$ cat config.mk
export PLATFORM = sky130hd
export DESIGN_NAME = keypad_code_entry
export DESIGN_NICKNAME = d
export VERILOG_FILES = /design/src/rtl/keypad_code_entry.sv
export SDC_FILE = /design/constraint.sdc
export NUM_CORES = 1
export LEC_CHECK = 0
export ABC_CLOCK_PERIOD_IN_PS = 12220
export CAP_MARGIN = 10
export CORE_MARGIN = 8
export CORE_UTILIZATION = 40
export DETAILED_ROUTE_END_ITERATION = 8
export SYNTH_ARGS = -nofsm -noshare
export SYNTH_HDL_FRONTEND = slang
export SYNTH_SLANG_ARGS = --single-unit
$ cat constraint.sdc
create_clock -name clk -period 12.22 [get_ports clk]
set_input_delay 3.666 -clock clk [delete_from_list [all_inputs] [get_ports clk]]
set_output_delay 3.666 -clock clk [all_outputs]
set_load 0.05 [all_outputs]
$ cat src/rtl/keypad_code_entry.sv
// 4x4 matrix keypad scanner with frame-based debounce and a two-digit BCD
// code entry FSM that hands the code to the vending controller via valid/ack.
module keypad_code_entry #(
  parameter int SCAN_DIV = 50000,
  parameter int DEBOUNCE = 4
) (
  input  logic       clk,
  input  logic       reset,
  input  logic [3:0] row_in,
  output logic [3:0] col_select,
  input  logic       code_ack,
  output logic [7:0] code_out,
  output logic [1:0] digit_count,
  output logic       code_valid,
  output logic       key_pressed
);

  localparam int DW = (SCAN_DIV > 1) ? $clog2(SCAN_DIV) : 1;
  localparam int RW = $clog2(DEBOUNCE + 1);
  localparam logic [DW-1:0] DIV_LAST = DW'(SCAN_DIV - 1);
  localparam logic [DW-1:0] DIV_ONE  = DW'(1);
  localparam logic [RW-1:0] RUN_ONE  = RW'(1);
  localparam logic [RW-1:0] RUN_MAX  = RW'(DEBOUNCE);

  typedef enum logic [1:0] {S_EMPTY = 2'd0, S_ONE = 2'd1, S_FULL = 2'd2, S_DONE = 2'd3} state_t;

  logic [DW-1:0] div_q, div_d;
  logic [1:0]    col_q, col_d;
  logic [3:0]    col_sel_q, col_sel_d;
  logic [1:0]    hits_q, hits_d;
  logic [3:0]    key_q, key_d;
  logic [4:0]    prev_q, prev_d;
  logic [RW-1:0] run_q, run_d;
  logic          latched_q, latched_d;
  logic          press_q, press_d;
  state_t        state_q, state_d;
  logic [7:0]    code_q, code_d;

  logic          sample_s, frame_end_s;
  logic [3:0]    hit_s;
  logic [2:0]    cnt_s, sum_s;
  logic [4:0]    res_s;
  logic [6:0]    info_s;

  function automatic logic [2:0] pop4(input logic [3:0] v);
    return {2'b00, v[0]} + {2'b00, v[1]} + {2'b00, v[2]} + {2'b00, v[3]};
  endfunction

  function automatic logic [1:0] first_row(input logic [3:0] v);
    if (v[0])      return 2'd0;
    else if (v[1]) return 2'd1;
    else if (v[2]) return 2'd2;
    else           return 2'd3;
  endfunction

  // Returns {is_digit, is_clear, is_enter, digit} for key index {row, col}.
  function automatic logic [6:0] key_info(input logic [3:0] k);
    case (k)
      4'd0:    return {3'b100, 4'h1};
      4'd1:    return {3'b100, 4'h2};
      4'd2:    return {3'b100, 4'h3};
      4'd4:    return {3'b100, 4'h4};
      4'd5:    return {3'b100, 4'h5};
      4'd6:    return {3'b100, 4'h6};
      4'd8:    return {3'b100, 4'h7};
      4'd9:    return {3'b100, 4'h8};
      4'd10:   return {3'b100, 4'h9};
      4'd12:   return {3'b010, 4'h0};
      4'd13:   return {3'b100, 4'h0};
      4'd14:   return {3'b001, 4'h0};
      default: return {3'b000, 4'h0};
    endcase
  endfunction

  assign sample_s    = (div_q == DIV_LAST);
  assign frame_end_s = sample_s && (col_q == 2'd3);
  assign hit_s       = ~row_in;
  assign cnt_s       = pop4(hit_s);
  assign sum_s       = {1'b0, hits_q} + cnt_s;

  // Divider, column rotation and per-frame intersection accumulator.
  always_comb begin
    div_d     = div_q + DIV_ONE;
    col_d     = col_q;
    col_sel_d = col_sel_q;
    hits_d    = hits_q;
    key_d     = key_q;
    res_s     = 5'b0_0000;
    if (sample_s) begin
      div_d     = '0;
      col_d     = col_q + 2'd1;
      col_sel_d = {col_sel_q[2:0], col_sel_q[3]};
      if (frame_end_s) begin
        hits_d = 2'd0;
        key_d  = 4'd0;
        if (sum_s == 3'd1) begin
          res_s = (hits_q == 2'd0) ? {1'b1, first_row(hit_s), col_q} : {1'b1, key_q};
        end else begin
          res_s = 5'b0_0000;
        end
      end else begin
        hits_d = (sum_s >= 3'd2) ? 2'd2 : sum_s[1:0];
        if (hits_q == 2'd0 && cnt_s == 3'd1) begin
          key_d = {first_row(hit_s), col_q};
        end else begin
          key_d = key_q;
        end
      end
    end else begin
      div_d = div_q + DIV_ONE;
    end
  end

  // Run-length debounce; the latch makes a held or changed key yield one press until released.
  always_comb begin
    prev_d    = prev_q;
    run_d     = run_q;
    latched_d = latched_q;
    press_d   = 1'b0;
    if (frame_end_s) begin
      prev_d = res_s;
      if (res_s == prev_q) begin
        run_d = (run_q >= RUN_MAX) ? run_q : run_q + RUN_ONE;
      end else begin
        run_d = RUN_ONE;
      end
      if (res_s[4] && run_d == RUN_MAX && !latched_q) begin
        press_d   = 1'b1;
        latched_d = 1'b1;
      end else if (!res_s[4] && run_d == RUN_MAX) begin
        latched_d = 1'b0;
      end else begin
        latched_d = latched_q;
      end
    end else begin
      press_d = 1'b0;
    end
  end

  assign info_s = key_info(prev_d[3:0]);

  // Entry FSM next state; in DONE an ack takes priority and any coincident press is dropped.
  always_comb begin
    state_d = state_q;
    code_d  = code_q;
    case (state_q)
      S_EMPTY: begin
        if (press_d && info_s[6]) begin
          state_d = S_ONE;
          code_d  = {4'h0, info_s[3:0]};
        end else begin
          state_d = S_EMPTY;
        end
      end
      S_ONE: begin
        if (press_d && info_s[6]) begin
          state_d = S_FULL;
          code_d  = {code_q[3:0], info_s[3:0]};
        end else if (press_d && info_s[5]) begin
          state_d = S_EMPTY;
          code_d  = 8'h00;
        end else begin
          state_d = S_ONE;
        end
      end
      S_FULL: begin
        if (press_d && info_s[4]) begin
          state_d = S_DONE;
        end else if (press_d && info_s[5]) begin
          state_d = S_EMPTY;
          code_d  = 8'h00;
        end else begin
          state_d = S_FULL;
        end
      end
      S_DONE: begin
        if (code_ack) begin
          state_d = S_EMPTY;
          code_d  = 8'h00;
        end else begin
          state_d = S_DONE;
        end
      end
      default: begin
        state_d = S_EMPTY;
        code_d  = 8'h00;
      end
    endcase
  end

  // Output decode from registered state.
  always_comb begin
    code_out    = code_q;
    key_pressed = press_q;
    col_select  = col_sel_q;
    case (state_q)
      S_EMPTY: begin digit_count = 2'd0; code_valid = 1'b0; end
      S_ONE:   begin digit_count = 2'd1; code_valid = 1'b0; end
      S_FULL:  begin digit_count = 2'd2; code_valid = 1'b0; end
      S_DONE:  begin digit_count = 2'd2; code_valid = 1'b1; end
      default: begin digit_count = 2'd0; code_valid = 1'b0; end
    endcase
  end

  // State registers.
  always_ff @(posedge clk) begin
    if (reset) begin
      div_q     <= '0;
      col_q     <= 2'd0;
      col_sel_q <= 4'b1110;
      hits_q    <= 2'd0;
      key_q     <= 4'd0;
      prev_q    <= 5'b0_0000;
      run_q     <= '0;
      latched_q <= 1'b0;
      press_q   <= 1'b0;
      state_q   <= S_EMPTY;
      code_q    <= 8'h00;
    end else begin
      div_q     <= div_d;
      col_q     <= col_d;
      col_sel_q <= col_sel_d;
      hits_q    <= hits_d;
      key_q     <= key_d;
      prev_q    <= prev_d;
      run_q     <= run_d;
      latched_q <= latched_d;
      press_q   <= press_d;
      state_q   <= state_d;
      code_q    <= code_d;
    end
  end

endmodule

==> flow_summary.toml <==
[run_status]
status = "finished, final reports clean"

[sta]
slew_headroom = 0.5385
fin_tns_setup_ns = 0
clock_skew_ns = 0.01418
fmax_mhz = 126.4
hold_viol_final = 0
setup_violations = 0
rsz0062_at_grt = "false"
worst_pin_slew_ns = 0.6923
fin_crit_sh = 0.6472
drv_slew = 0
fin_ws_ns = 4.311
period_minus_slack_ns = 7.909

[detailed_routing]
drtIter0Drc = 87
wirelength_um = 6442
first_pass_iters = 4
final_antenna_net_count = 0
vias_per_cell = 5.273
wl_per_cell_um = 14.19
num_vias = 2394
drc = 0

[die]
io_pins = 23
start_util = 0.4023
die_area_um2 = 10100
die_y_um = 100.5
row_count = 31
coreArea_um2 = 7098
die_w_um = 100.5

[setup_path]
crit_type = "in -> reg"
worstPathArrival_ns = 8.10
cp_num_buf_inv = 2
critPathLaunchType = "input port"
path_common_cell = "ha_1"
max_stage_delay_ns = 0.59
crit_chain = "clkdlybuf4s50_1 > inv_1 > fa_1 > ha_1 > ha_1 > fa_1 > nor2b_1 > nand2_1 > nor3_1 > a21oi_1 > ha_1 > or3b_1 > nor4bb_1 > a21oi_1 > a22oi_1 > o21ai_1"
cp-startpoint = "row_in[0]"
critical_path.top_delay_family = "adder cells"
r2r_start = "div_q[0]$_SDFF_PP0_"
worst_ep_required_time_ns = 12.41
path_max_fanout = 9
cp_slowest_cell = "clkdlybuf4s50_1"
endpoint_kind = "flop"

[power]
p_total_uw = 295.2
p_leak_nw = 1.212
ir_drop_v = 0.00005681
powerDensity_nw_per_um2 = 90.08

[min_path]
hold_class = "reg -> reg"
hold_start = "div_q[0]$_SDFF_PP0_"

[clock_network]
cts_buffers = 5
cts_hold_buf = 0
cts_tree = "built"
post_cts_resized = 0
cts_sinks = 48
worstSkewPairLatency_ns = 0.30
clock_tree.root_cell = "clkbuf_8"
htreeDepth = 2
clockBufferDepth = 2
cts_setup_buffers = 0
path_clk_slew_ns = 0.10

[final_layout]
layout.nets = 375
final-seq-area_um2 = 960.9
syn2layout_area_growth_pct = 14.77
antenna_cells = 0
drive_gt1_frac = 0.08169
fill_cells = 709
multi_input_area_um2 = 1782

[logic_synthesis]
synth_warnings = 0
ys_types = 64
ys.flop_type = "dfxtp_1"
syn_area_um2 = 2855
ys_ff_latch = 48
synth_cells = 336
ys_seq_area_frac = 0.3365
syn-num-nets = 357
yosys.area.top_type = "dfxtp_1"
avgSynthCellArea_um2 = 8.498
synthArstFlopShare = 0
synth.top_cell.area_share = 0.3365
synth_edf_count = 0
ys_top_cells_by_area = "dfxtp_1 34%, nor2_1 5.7%, ha_1 5.3%, nand2_1 4.3%, mux2i_1 3.9%"

[grt]
grt_pass1_vias = 2435
grt_max_degree = 30
grtUsageTotal = 0.1373
grt-ovfl-total = 0
antenna_found_initial = 0
grt_pass1_wl_um = 11430

[flow_run]
cap_viol_max_count = 0

[place]
dp_hpwl_um = 4888
gp_congestion = 0.8636
dp_slack_ns = 4.008
place.port_buffers = 22
-- Yosys cell counts (all sizes together), types with 3 or more instances --
master and count:
and2 3, nand4 5, nand2b 3, a31oi 4
nor3 10, or3 3, nand3 13, nor3b 3
nor2b 11, nor4 4, xnor2 9, o31ai 3
or4 3, a21oi 16, o211ai 4, mux2i 12
nand2 33, a22oi 5, o21a 3, clkbuf 11
dfxtp 48, a211oi 4, o21ai 6, inv 18
xor2 12, and3 8, nor2 43, ha 12
-- report_power, final --
part	total, mW	switching, mW	internal [mW]
logic	0.0209	0.0127	0.00823
clock network	0.116	0.0548	0.0617
registers	0.158	0.000632	0.157
-- sequential cells by signal (all words and copies together) (netlist names) --
name and count:
code_out 8, col_q 2, col_select 4, div_q 16, hits_q 2, key_pressed 1, key_q 4, latched_q 1
prev_q 5, run_q 3, state_q 2
-- per-layer routing --
metal | global-route usage | vias up | wire (um) | part of all wire
met5 | 0 | - | 0 | 0
met4 | 0.03488 | 0 | 55 | 0.0085
met3 | 0.02210 | 4 | 129 | 0.020
met2 | 0.2272 | 18 | 3031 | 0.47
met1 | 0.1804 | 1151 | 3226 | 0.50
li1 | - | 1221 | - | -
-- logic make-up after synthesis --
logic type | synth area share
AOI/OAI and AO/OA | 0.1543
xor gates and xnor gates | 0.06442
adders and majority gates | 0.06661
buffers and inverters | 0.03944
DFF | 0.3365
muxes | 0.04338
and+or+nand+nor | 0.2954
-- through the flow --
| stage | hold slack (ns) | util | std cells | cell area, um2 |
|---|---|---|---|---|
| 2_1_floorplan | 0.4179 | - | 336 | 2855 |
| 3_3_place_gp | 0.4337 | 0.4454 | 446 | 3162 |
| 3_5_place_dp | 0.4420 | 0.4454 | 446 | 3162 |
| 4_1_cts | 0.4626 | 0.4617 | 454 | 3277 |
| 5_1_grt | 0.5040 | 0.4617 | 454 | 3277 |
| 6_report | 0.4620 | 0.4617 | 454 | 3277 |
-- worst paths after layout --
check	slack [ns]	depth (start not counted)	to
hold reg to reg	0.46	1	div_q[0]$_SDFF_PP0_
hold / removal	0.46	1	div_q[0]$_SDFF_PP0_
setup / recovery	4.31	16	code_out[0]$_SDFFE_PP0P_
setup reg to reg	8.47	11	code_out[0]$_SDFFE_PP0P_
-- layout make-up --
| class | count | share of cell area |
|---|---|---|
| clock buffer | 5 | 0.02100 |
| clock inverter | 3 | 0.01413 |
| inverter | 18 | 0.02062 |
| multi-input combinational | 258 | 0.5437 |
| sequential | 48 | 0.2932 |
| tap | 99 | 0.03780 |
| timing repair buffer | 23 | 0.06949 |
-- cell usage in the layout, fill, tap and decap left out, drive strengths merged, types with 11 or more instances in the layout --
cell	count
mux2i	12
ha	12
xor2	12
nor2	43
clkdlybuf4s50	22
nand3	13
nor2b	11
nand2	33
dfxtp	48
inv	19
a21oi	16
(Power assumes the default switching activity.)
